## src/rtl/conv_pkg.sv

```systemverilog
// Shared definitions for the radix convolutional encoder: widest supported
// constraint length, frame FSM states and the generator parity helper.
package conv_pkg;

  // Widest constraint length any instance may be built with.
  localparam int K_MAX = 9;

  // Frame sequencing: waiting for start, consuming data beats, flushing zeros.
  typedef enum logic [1:0] {
    ST_IDLE = 2'd0,
    ST_RUN  = 2'd1,
    ST_TAIL = 2'd2
  } conv_fsm_e;

  // One generator output: parity of the shift-register taps selected by poly.
  // Callers zero-extend narrower codes so one helper serves every K.
  function automatic logic conv_parity(input logic [K_MAX-1:0] sr,
                                       input logic [K_MAX-1:0] poly);
    return ^(sr & poly);
  endfunction

endpackage

```

## src/rtl/conv_step.sv

```systemverilog
// Single-bit encoder step: shifts one input bit into the state and produces
// the N_POLY generator outputs for it. Chained RADIX_BITS times per beat.
module conv_step
  import conv_pkg::*;
#(
  parameter int K      = 9,
  parameter int N_POLY = 2
) (
  input  logic [K-2:0]        state_i,
  input  logic                bit_i,
  input  logic [N_POLY*K-1:0] poly_i,
  output logic [N_POLY-1:0]   code_o,
  output logic [K-2:0]        state_o
);

  // Full register window: current bit on top, oldest state bit at 0.
  logic [K-1:0] sr;

  assign sr      = {bit_i, state_i};
  assign state_o = sr[K-1:1];

  // Generator 0 lands in the MSB of the group.
  genvar gi;
  generate
    for (gi = 0; gi < N_POLY; gi++) begin : g_gen
      assign code_o[N_POLY-1-gi] = conv_parity(K_MAX'(sr), K_MAX'(poly_i[gi*K +: K]));
    end
  endgenerate

endmodule

```

## src/rtl/conv_encoder_radix.sv

```systemverilog
// Framed, streaming rate-1/N_POLY convolutional encoder consuming RADIX_BITS
// bits per beat with optional zero-tail termination. Each output beat carries
// the code word plus the encoder state reached after that beat.
module conv_encoder_radix
  import conv_pkg::*;
#(
  parameter int K          = 9,
  parameter int N_POLY     = 2,
  parameter int RADIX_BITS = 2,
  parameter int LEN_W      = 16
) (
  input  logic                         clk,
  input  logic                         rst,
  input  logic                         en_conv,
  input  logic                         start,
  input  logic [LEN_W-1:0]             frame_len,
  input  logic                         mode_select,
  input  logic [N_POLY*K-1:0]          polynomial,
  input  logic                         in_valid,
  output logic                         in_ready,
  input  logic [RADIX_BITS-1:0]        i_bit,
  output logic                         out_valid,
  input  logic                         out_ready,
  output logic [RADIX_BITS*N_POLY-1:0] code_word,
  output logic [K-2:0]                 out_state,
  output logic                         out_last,
  output logic                         busy
);

  localparam int CW         = RADIX_BITS * N_POLY;
  // Enough zero bits to flush all K-1 state bits; partial beats are padded.
  localparam int TAIL_BEATS = (K - 1 + RADIX_BITS - 1) / RADIX_BITS;
  localparam int TC_W       = $clog2(TAIL_BEATS + 1);
  localparam logic [TC_W-1:0] TAIL_LAST = TC_W'(TAIL_BEATS - 1);

  // Frame control and latched parameters
  conv_fsm_e             fsm_q;
  logic [N_POLY*K-1:0]   poly_q;
  logic                  mode_q;
  logic [LEN_W-1:0]      len_q;
  logic [LEN_W-1:0]      cnt_q, cnt_d;
  logic [TC_W-1:0]       tail_q, tail_d;
  logic [K-2:0]          enc_state_q, enc_state_d;

  // Output slot
  logic                  out_valid_q;
  logic [CW-1:0]         code_q, code_d;
  logic [K-2:0]          ostate_q;
  logic                  last_q, last_d;

  // Handshake and beat qualifiers
  logic                  slot_free;
  logic                  run_fire;
  logic                  tail_fire;
  logic                  load;
  logic                  run_end;
  logic                  tail_end;
  logic [RADIX_BITS-1:0] beat_bits;

  // State after each serial bit of the beat; [0] is the state entering it.
  logic [RADIX_BITS:0][K-2:0]            chain;
  logic [RADIX_BITS-1:0][N_POLY-1:0]     step_code;

  // The slot accepts a new beat when empty or being drained this cycle.
  assign slot_free = !out_valid_q || out_ready;
  assign in_ready  = (fsm_q == ST_RUN) && en_conv && slot_free;
  assign run_fire  = in_ready && in_valid;
  assign tail_fire = (fsm_q == ST_TAIL) && en_conv && slot_free;
  assign load      = run_fire || tail_fire;

  assign cnt_d    = cnt_q + LEN_W'(1);
  assign tail_d   = tail_q + TC_W'(1);
  assign run_end  = (cnt_d == len_q);
  assign tail_end = (tail_q == TAIL_LAST);

  // Tail beats shift in zeros, which also zero any padding bits.
  assign beat_bits = (fsm_q == ST_RUN) ? i_bit : '0;

  assign chain[0] = enc_state_q;

  // MSB of the beat is earliest, so step 0 takes the MSB and its code group
  // lands in the upper bits of the code word.
  genvar gi;
  generate
    for (gi = 0; gi < RADIX_BITS; gi++) begin : g_step
      conv_step #(
        .K      (K),
        .N_POLY (N_POLY)
      ) u_step (
        .state_i (chain[gi]),
        .bit_i   (beat_bits[RADIX_BITS-1-gi]),
        .poly_i  (poly_q),
        .code_o  (step_code[RADIX_BITS-1-gi]),
        .state_o (chain[gi+1])
      );
    end
  endgenerate

  assign code_d      = step_code;
  assign enc_state_d = chain[RADIX_BITS];
  // Truncated frames end on the last data beat; terminated ones on the last tail beat.
  assign last_d      = run_fire ? (run_end && !mode_q) : tail_end;

  // Frame sequencing: parameter latch, beat and tail counters, encoder state.
  always_ff @(posedge clk or negedge rst) begin
    if (!rst) begin
      fsm_q       <= ST_IDLE;
      poly_q      <= '0;
      mode_q      <= 1'b0;
      len_q       <= '0;
      cnt_q       <= '0;
      tail_q      <= '0;
      enc_state_q <= '0;
    end else begin
      case (fsm_q)
        ST_IDLE: begin
          if (en_conv && start && (frame_len != '0)) begin
            poly_q      <= polynomial;
            mode_q      <= mode_select;
            len_q       <= frame_len;
            cnt_q       <= '0;
            tail_q      <= '0;
            enc_state_q <= '0;
            fsm_q       <= ST_RUN;
          end
        end
        ST_RUN: begin
          if (run_fire) begin
            enc_state_q <= enc_state_d;
            cnt_q       <= cnt_d;
            if (run_end) begin
              fsm_q <= mode_q ? ST_TAIL : ST_IDLE;
            end
          end
        end
        ST_TAIL: begin
          if (tail_fire) begin
            enc_state_q <= enc_state_d;
            tail_q      <= tail_d;
            if (tail_end) begin
              fsm_q <= ST_IDLE;
            end
          end
        end
        default: fsm_q <= ST_IDLE;
      endcase
    end
  end

  // Output slot: loads a produced beat, otherwise drains on out_ready; data holds after drain.
  always_ff @(posedge clk or negedge rst) begin
    if (!rst) begin
      out_valid_q <= 1'b0;
      code_q      <= '0;
      ostate_q    <= '0;
      last_q      <= 1'b0;
    end else if (load) begin
      out_valid_q <= 1'b1;
      code_q      <= code_d;
      ostate_q    <= enc_state_d;
      last_q      <= last_d;
    end else if (out_ready) begin
      out_valid_q <= 1'b0;
    end
  end

  assign out_valid = out_valid_q;
  assign code_word = code_q;
  assign out_state = ostate_q;
  assign out_last  = last_q;
  assign busy      = (fsm_q != ST_IDLE);

endmodule

```

## config.mk

```make
export PLATFORM = sky130hd
export DESIGN_NAME = conv_encoder_radix
export DESIGN_NICKNAME = d
export VERILOG_FILES = /design/src/rtl/conv_pkg.sv /design/src/rtl/conv_step.sv /design/src/rtl/conv_encoder_radix.sv
export SDC_FILE = /design/constraint.sdc
export NUM_CORES = 1
export LEC_CHECK = 0
export CAP_MARGIN = 20
export CORE_ASPECT_RATIO = 0.75
export CORE_MARGIN = 10
export CORE_UTILIZATION = 35
export CTS_CLUSTER_DIAMETER = 50
export DETAILED_ROUTE_END_ITERATION = 10
export SETUP_SLACK_MARGIN = 0.1
export SLEW_MARGIN = 20
export SYNTH_ARGS = -nofsm -noshare
export SYNTH_HDL_FRONTEND = slang
export SYNTH_HIERARCHICAL = 1
export SYNTH_SLANG_ARGS = --single-unit
```

## constraint.sdc

```tcl
create_clock -name clk -period 2.7 [get_ports clk]
set_input_delay 0.54 -clock clk [delete_from_list [all_inputs] [get_ports clk]]
set_output_delay 0.54 -clock clk [all_outputs]
set_load 0.005 [all_outputs]
```

==> run summary, run 1 <==
Vias/cell = 5.11
Syn_area_per_cell = 10.5 um^2
WS Path Type = register to register
Max VDD drop = 433 uV
Required time of the critical path = 2.92 ns
Setup_tns = 0 ns
Global placement routability congestion = 0.888
Delay-heaviest family, CP = simple AND/OR/NAND/NOR gates
Finished Core Util = 46.3%
Worst hold-check path type = input port to async pin
Post-synth top area cell = dfrtp_1
GRT Overall Usage = 13.2%
Max-Cap Viols = 0
Initial core utilization = 36.0%
CP arrival = 2.74 ns
Clock sink count = 78
Max FO, Critical Path = 4
CTS tree = done
Antenna cells = 0
Max-slew violation count = 0
Final hold vios = 0
Top achievable clock speed = 396 MHz
Rel. slew slack = 52.1%
CP startpoint kind = register
Clock root buffer master = clkbuf_16
First-pass GRT wire length = 18700 um
Worst setup EP type = register
Synth top area cells = dfrtp_1 (44%), mux2_2 (12%), xnor2_1 (5.1%)
Core area = 12300 um^2
Wire per inst = 16.9 um
Post-DRT Antenna Nets = 0
EDFF count, synth = 0
Io pins = 59
Via count = 3446
Die ar. = 17700 um^2
Placed cell area = 5390 um^2
Synth warn = 6
Share of layout cells above drive strength 1 = 26.6%
Clock skew = 0.00906 ns
Seq/Total Area, Yosys = 43.9%
Cts bufs inserted = 9
Post-layout nets = 553
Post-synth ARST share = 100%
Largest net degree at the start of global routing = 79
Hpwl dp = 8520 um
Pwr dens = 935 nW/um^2
Slew @ Worst Pin = 0.719 ns
H-tree levels = 3
Cts hold-fix bufs = 0
Gate count of the mapped netlist = 422
Reg clk slew, reported paths = 0.06 ns
Leakage = 2.43 nW
Worst-Skew Late Latency = 0.34 ns
Syn Std Cell Area = 4440 um^2
I/O Buffers = 58
Final wirelength = 11400 um
Max Root-Sink Buffers = 2
Area added between synthesis and finish = 28.5%
Syn nets = 472
Final Cell Area = 5710 um^2
Number of global-route vias before repair = 3499
Final period util = 93.5%
Post-route minimum period = 2.53 ns
WP buf/inv = 0
Synth cell types = 58
DRT iter0 DRCs = 189
Cell row count = 35
Antenna violations before repair = 0
CP max stage delay = 0.35 ns
Synth top area share = 43.9%
RSZ-0062 raised after global routing = yes
Crit-path slowest cell = dfrtp_1
Die W = 150 um
Top_reg_cell synth = dfrtp_1
Die height = 118 um
DRT Pass-1 Iters = 5
Grt total ovfl = 0
Synthesized flop and latch total = 78
Worst-path cell chain = nand4_1, or2_0, or3b_1, a311oi_1, and4b_2, and3_2, a311o_1
DR DRC count = 0
# setup viols final = 0
Status = finished, final reports clean
power breakdown:
group          switching, mW  internal (mW)  total [mW]
clock                  0.488          0.647        1.14
combinational          0.950           1.27        2.22
sequential             0.394           1.59        1.98
total                   1.83           3.51        5.34
stage by stage:
step | cells | setup slack, ns | total power, mW | hold slack [ns]
after floorplan | 422 | 0.317 | 3.43 | 0.244
after global placement | 656 | 0.0368 | 4.11 | 0.496
after detailed placement | 656 | -0.0977 | 4.19 | 0.500
after CTS | 672 | 0.123 | 5.37 | 0.405
after global routing | 674 | 0.0429 | 5.72 | 0.296
final | 674 | 0.175 | 5.34 | 0.233
flip-flops by register name (all words and copies together) (netlist names):
name,count
poly_q,18
cnt_q,16
len_q,16
enc_state_q,8
out_state,8
code_word,4
tail_q,3
fsm_q,2
mode_q,1
out_last,1
out_valid,1
synthesized netlist by cell type (all sizes together) (3+ instances only):
cell,count
nand3,11
and3,8
nor2,17
xnor2,30
o31ai,8
a22o,9
a21oi,6
inv,9
ha,7
xor2,14
o21ai,31
mux2,47
nand2,53
and2,7
or4,3
buf,22
nand4,7
nor4,7
clkbuf,12
dfrtp,78
xnor3,4
worst reg2reg max path, delay by kind of cell (launching register included):
kind,cells,cell delay [ns]
AND/OR/NAND/NOR,5,1.45
AO/OA/AOI/OAI,2,0.60
flip-flops,1,0.35
final cells by class:
type	count	area [um^2]
fillers	1174	6640
multi-input cells	301	2290
flip-flops and latches	78	1950
repair buffers	104	952
clock buffers	11	243
well taps	166	208
clock inverters	5	35.0
inverters	9	33.8
placed cells by master (no fill, tap or decap), drive strengths merged, types with 3 or more instances in the layout:
master and count:
a22o 9, mux2 47, nor2 17, and2 7, clkbuf 11, clkinv 4
a21oi 6, inv 9, o21ai 31, nand3 11, or4 3, ha 7
o31ai 8, nand2 53, dfrtp 78, nor4 7, buf 47, nand4 7
xnor3 4, and3 8, xor2 14, xnor2 30, clkdlybuf4s50 57
routing by layer:
layer | vias up | routed length (um) | part of all wire (%) | track usage [%]
met5 | - | 0 | 0 | 0
met4 | 0 | 174 | 1.5 | 4.24
met3 | 15 | 725 | 6.4 | 4.11
met2 | 103 | 4970 | 44 | 18.7
met1 | 1679 | 5500 | 48 | 18.6
li1 | 1649 | - | - | -
kinds of logic (layout without fill, tap and decap cells):
logic type	count (synthesis)	in the layout	share of synthesized area, %
simple gates	128	128	15.0
flops	78	78	43.9
compound gates	71	71	10.6
xor+xnor	48	48	11.4
mux	47	47	11.9
buf+inv	43	129	5.24
fa+ha+maj	7	7	1.97
timing repair:
item / CTS / global route
resized for setup: 2 / 7
pin swaps: 0 / 2
buffers inserted: 0 / 2
endpoints found under the setup margin: 1 / 21
worst paths after layout:
kind                               from      endpoint  slack, ns  depth (start not counted)
setup / recovery               cnt_q[7]      fsm_q[1]       0.17                          7
hold / removal                      rst      cnt_q[6]       0.23                          1
setup reg to reg               cnt_q[7]      fsm_q[1]       0.17                          7
hold reg to reg            out_state[3]  out_state[3]       0.51                          1
max in group asynchronous           rst      cnt_q[0]       1.94                          1
min in group clk           out_state[3]  out_state[3]       0.51                          1
(Power assumes the default switching activity.)
==> run 2, diff against run 1 <==
--- a/config.mk
+++ b/config.mk
@@ -11,6 +11,7 @@
 export CORE_UTILIZATION = 35
 export CTS_CLUSTER_DIAMETER = 50
 export DETAILED_ROUTE_END_ITERATION = 10
+export HOLD_SLACK_MARGIN = 0.05
 export SETUP_SLACK_MARGIN = 0.1
 export SLEW_MARGIN = 20
 export SYNTH_ARGS = -nofsm -noshare
==> constraint.sdc (replaced) <==
create_clock -name clk -period 2.59 [get_ports clk]
set_input_delay 0.518 -clock clk [delete_from_list [all_inputs] [get_ports clk]]
set_output_delay 0.518 -clock clk [all_outputs]
set_load 0.005 [all_outputs]
==> run 2 against run 1 <==
Global-route usage decreased by 0.14 points. Critical path type unchanged. Wire length up 2.2%. Sequential cell count unchanged. First-iteration DRC count increased by 28%. Sequential power is 5% higher.
==> run summary, run 2 (synthesis gave the netlist of run 1 again) <==
Post-layout nets = 576 (+4.2%)
Reg clk slew, reported paths = 0.06 ns (about the same)
Initial core utilization = 36.0% (unchanged)
Max Root-Sink Buffers = 2 (unchanged)
RSZ-0062 raised after global routing = yes
I/O Buffers = 58 (unchanged)
Share of layout cells above drive strength 1 = 31.1% (+4.5 points)
Top achievable clock speed = 408 MHz (+3.0%)
Required time of the critical path = 2.81 ns (-0.11 ns)
Final wirelength = 11600 um (+2.2%)
CTS tree = done
Tot Pwr = 5.73 mW (+7.4%)
Final period util = 94.6% (+1.1 points)
Via count = 3545 (+2.9%)
Commonest non-fill, non-tap cell in the layout = dfrtp_1
Most frequent cells in the layout = dfrtp_1 (77), buf_4 (65), clkdlybuf4s50_1 (57)
Worst setup EP type = register
Cts bufs inserted = 9 (unchanged)
Setup_tns = 0 ns (unchanged)
Die ar. = 17700 um^2 (unchanged)
Worst hold slack = 0.119 ns (-0.114 ns)
Number of global-route vias before repair = 3568 (+2.0%)
Reg2reg start = cnt_q[3]
Area added between synthesis and finish = 34.9%
Cell row count = 35 (unchanged)
GRT Overall Usage = 13.1% (-0.14 points)
Rel. slew slack = 68.9% (+17 points)
Die height = 118 um (unchanged)
First-pass GRT wire length = 18700 um (about the same)
Global placement routability congestion = 0.831 (-6.4%)
Worst-Skew Late Latency = 0.34 ns (about the same)
DR DRC count = 0 (unchanged)
Post-route minimum period = 2.45 ns (-0.0740 ns)
Final Cell Area = 5990 um^2 (+4.9%)
Io pins = 59 (unchanged)
Clock skew = 0.00839 ns (-0.000663 ns)
CP arrival = 2.67 ns (-0.07 ns)
Largest net degree at the start of global routing = 48 (-39%)
DRT Pass-1 Iters = 5 (unchanged)
Slew @ Worst Pin = 0.465 ns (-0.253 ns)
Max FO, Critical Path = 4 (unchanged)
WS Path Type = register to register
Wire per inst = 16.7 um (-1.2%)
H-tree levels = 3 (unchanged)
CP startpoint kind = register
Antenna cells = 0 (unchanged)
Max-slew violation count = 0 (unchanged)
Die W = 150 um (unchanged)
Status = finished, final reports clean
Setup crit start = cnt_q[3]
DRT iter0 DRCs = 241 (+28%)
Hpwl dp = 8680 um (+1.9%)
Core area = 12300 um^2 (unchanged)
Placed cell area = 5510 um^2 (+2.3%)
Antenna violations before repair = 0 (unchanged)
Pwr dens = 957 nW/um^2 (+2.3%)
Final hold vios = 0 (unchanged)
Clock root buffer master = clkbuf_16
Max-Cap Viols = 0 (unchanged)
Leakage = 2.57 nW (+5.9%)
Vias/cell = 5.09 (-0.52%)
Grt total ovfl = 0 (unchanged)
Most flops, register = poly_q
Biggest regs = poly_q (18), cnt_q (16), len_q (16)
Max reg flops = 18 (unchanged)
Post-DRT Antenna Nets = 0 (unchanged)
Finished Core Util = 48.5% (+2.3 points)
Clock sink count = 78 (unchanged)
# setup viols final = 0 (unchanged)
Worst hold-check path type = input port to async pin
Max VDD drop = 453 uV (+4.4%)
==> run 2: critical path, cell delays in order, from the launching register on <==
cell and delay, ns:
dfrtp_1 0.40, nand4_4 0.12, o21a_1 0.22, or4_4 0.53
a2111oi_4 0.33, and4b_2 0.35, a211oi_1 0.10, a311o_1 0.29
==> run 2: final timing paths <==
check	endpoint	slack, ns	depth (start not counted)
worst max-delay path	fsm_q[1]	0.14	7
worst min-delay path	cnt_q[11]	0.12	1
worst max register to register	fsm_q[1]	0.14	7
worst min register to register	out_state[1]	0.51	1
max in group asynchronous	cnt_q[0]	1.87	2
min in group clk	out_state[1]	0.51	1
==> run 2: final cells by class <==
| cell class | count | area, um^2 |
|---|---|---|
| Clock inverter | 3 | 42.5 |
| Sequential cell | 78 | 1950 |
| Tap cell | 166 | 208 |
| Inverter | 9 | 33.8 |
| Clock buffer | 13 | 260 |
| Fill cell | 1123 | 6360 |
| Multi-Input combinational cell | 301 | 2350 |
| Timing Repair Buffer | 127 | 1140 |
==> run 2: stage by stage <==
stage,cells,setup WS [ns]
after floorplan,422,0.207
after global placement,671,-0.0543
after detailed placement,671,-0.179
after CTS,692,0.116
after global routing,697,0.0804
final,697,0.139
==> run 2: metal layers <==
| metal | global-route usage [%] | vias up | part of all wire [%] |
|---|---|---|---|
| met5 | 0 | - | 0 |
| met4 | 3.70 | 0 | 1.3 |
| met3 | 4.19 | 12 | 6.5 |
| met2 | 18.9 | 98 | 45 |
| met1 | 18.2 | 1756 | 48 |
| li1 | - | 1679 | - |
==> run 2: power breakdown <==
part           internal [mW]  total [mW]  switching [mW]
clock                  0.798        1.29           0.495
combinational           1.38        2.37           0.997
sequential              1.66        2.07           0.409
total                   3.83        5.73            1.90
==> run 2: repair_timing <==
action,in CTS,in global routing
buffers inserted,5,5
setup endpoints to repair,2,24
resized for setup,5,17
hold buffers,0,0
pin swaps,6,6
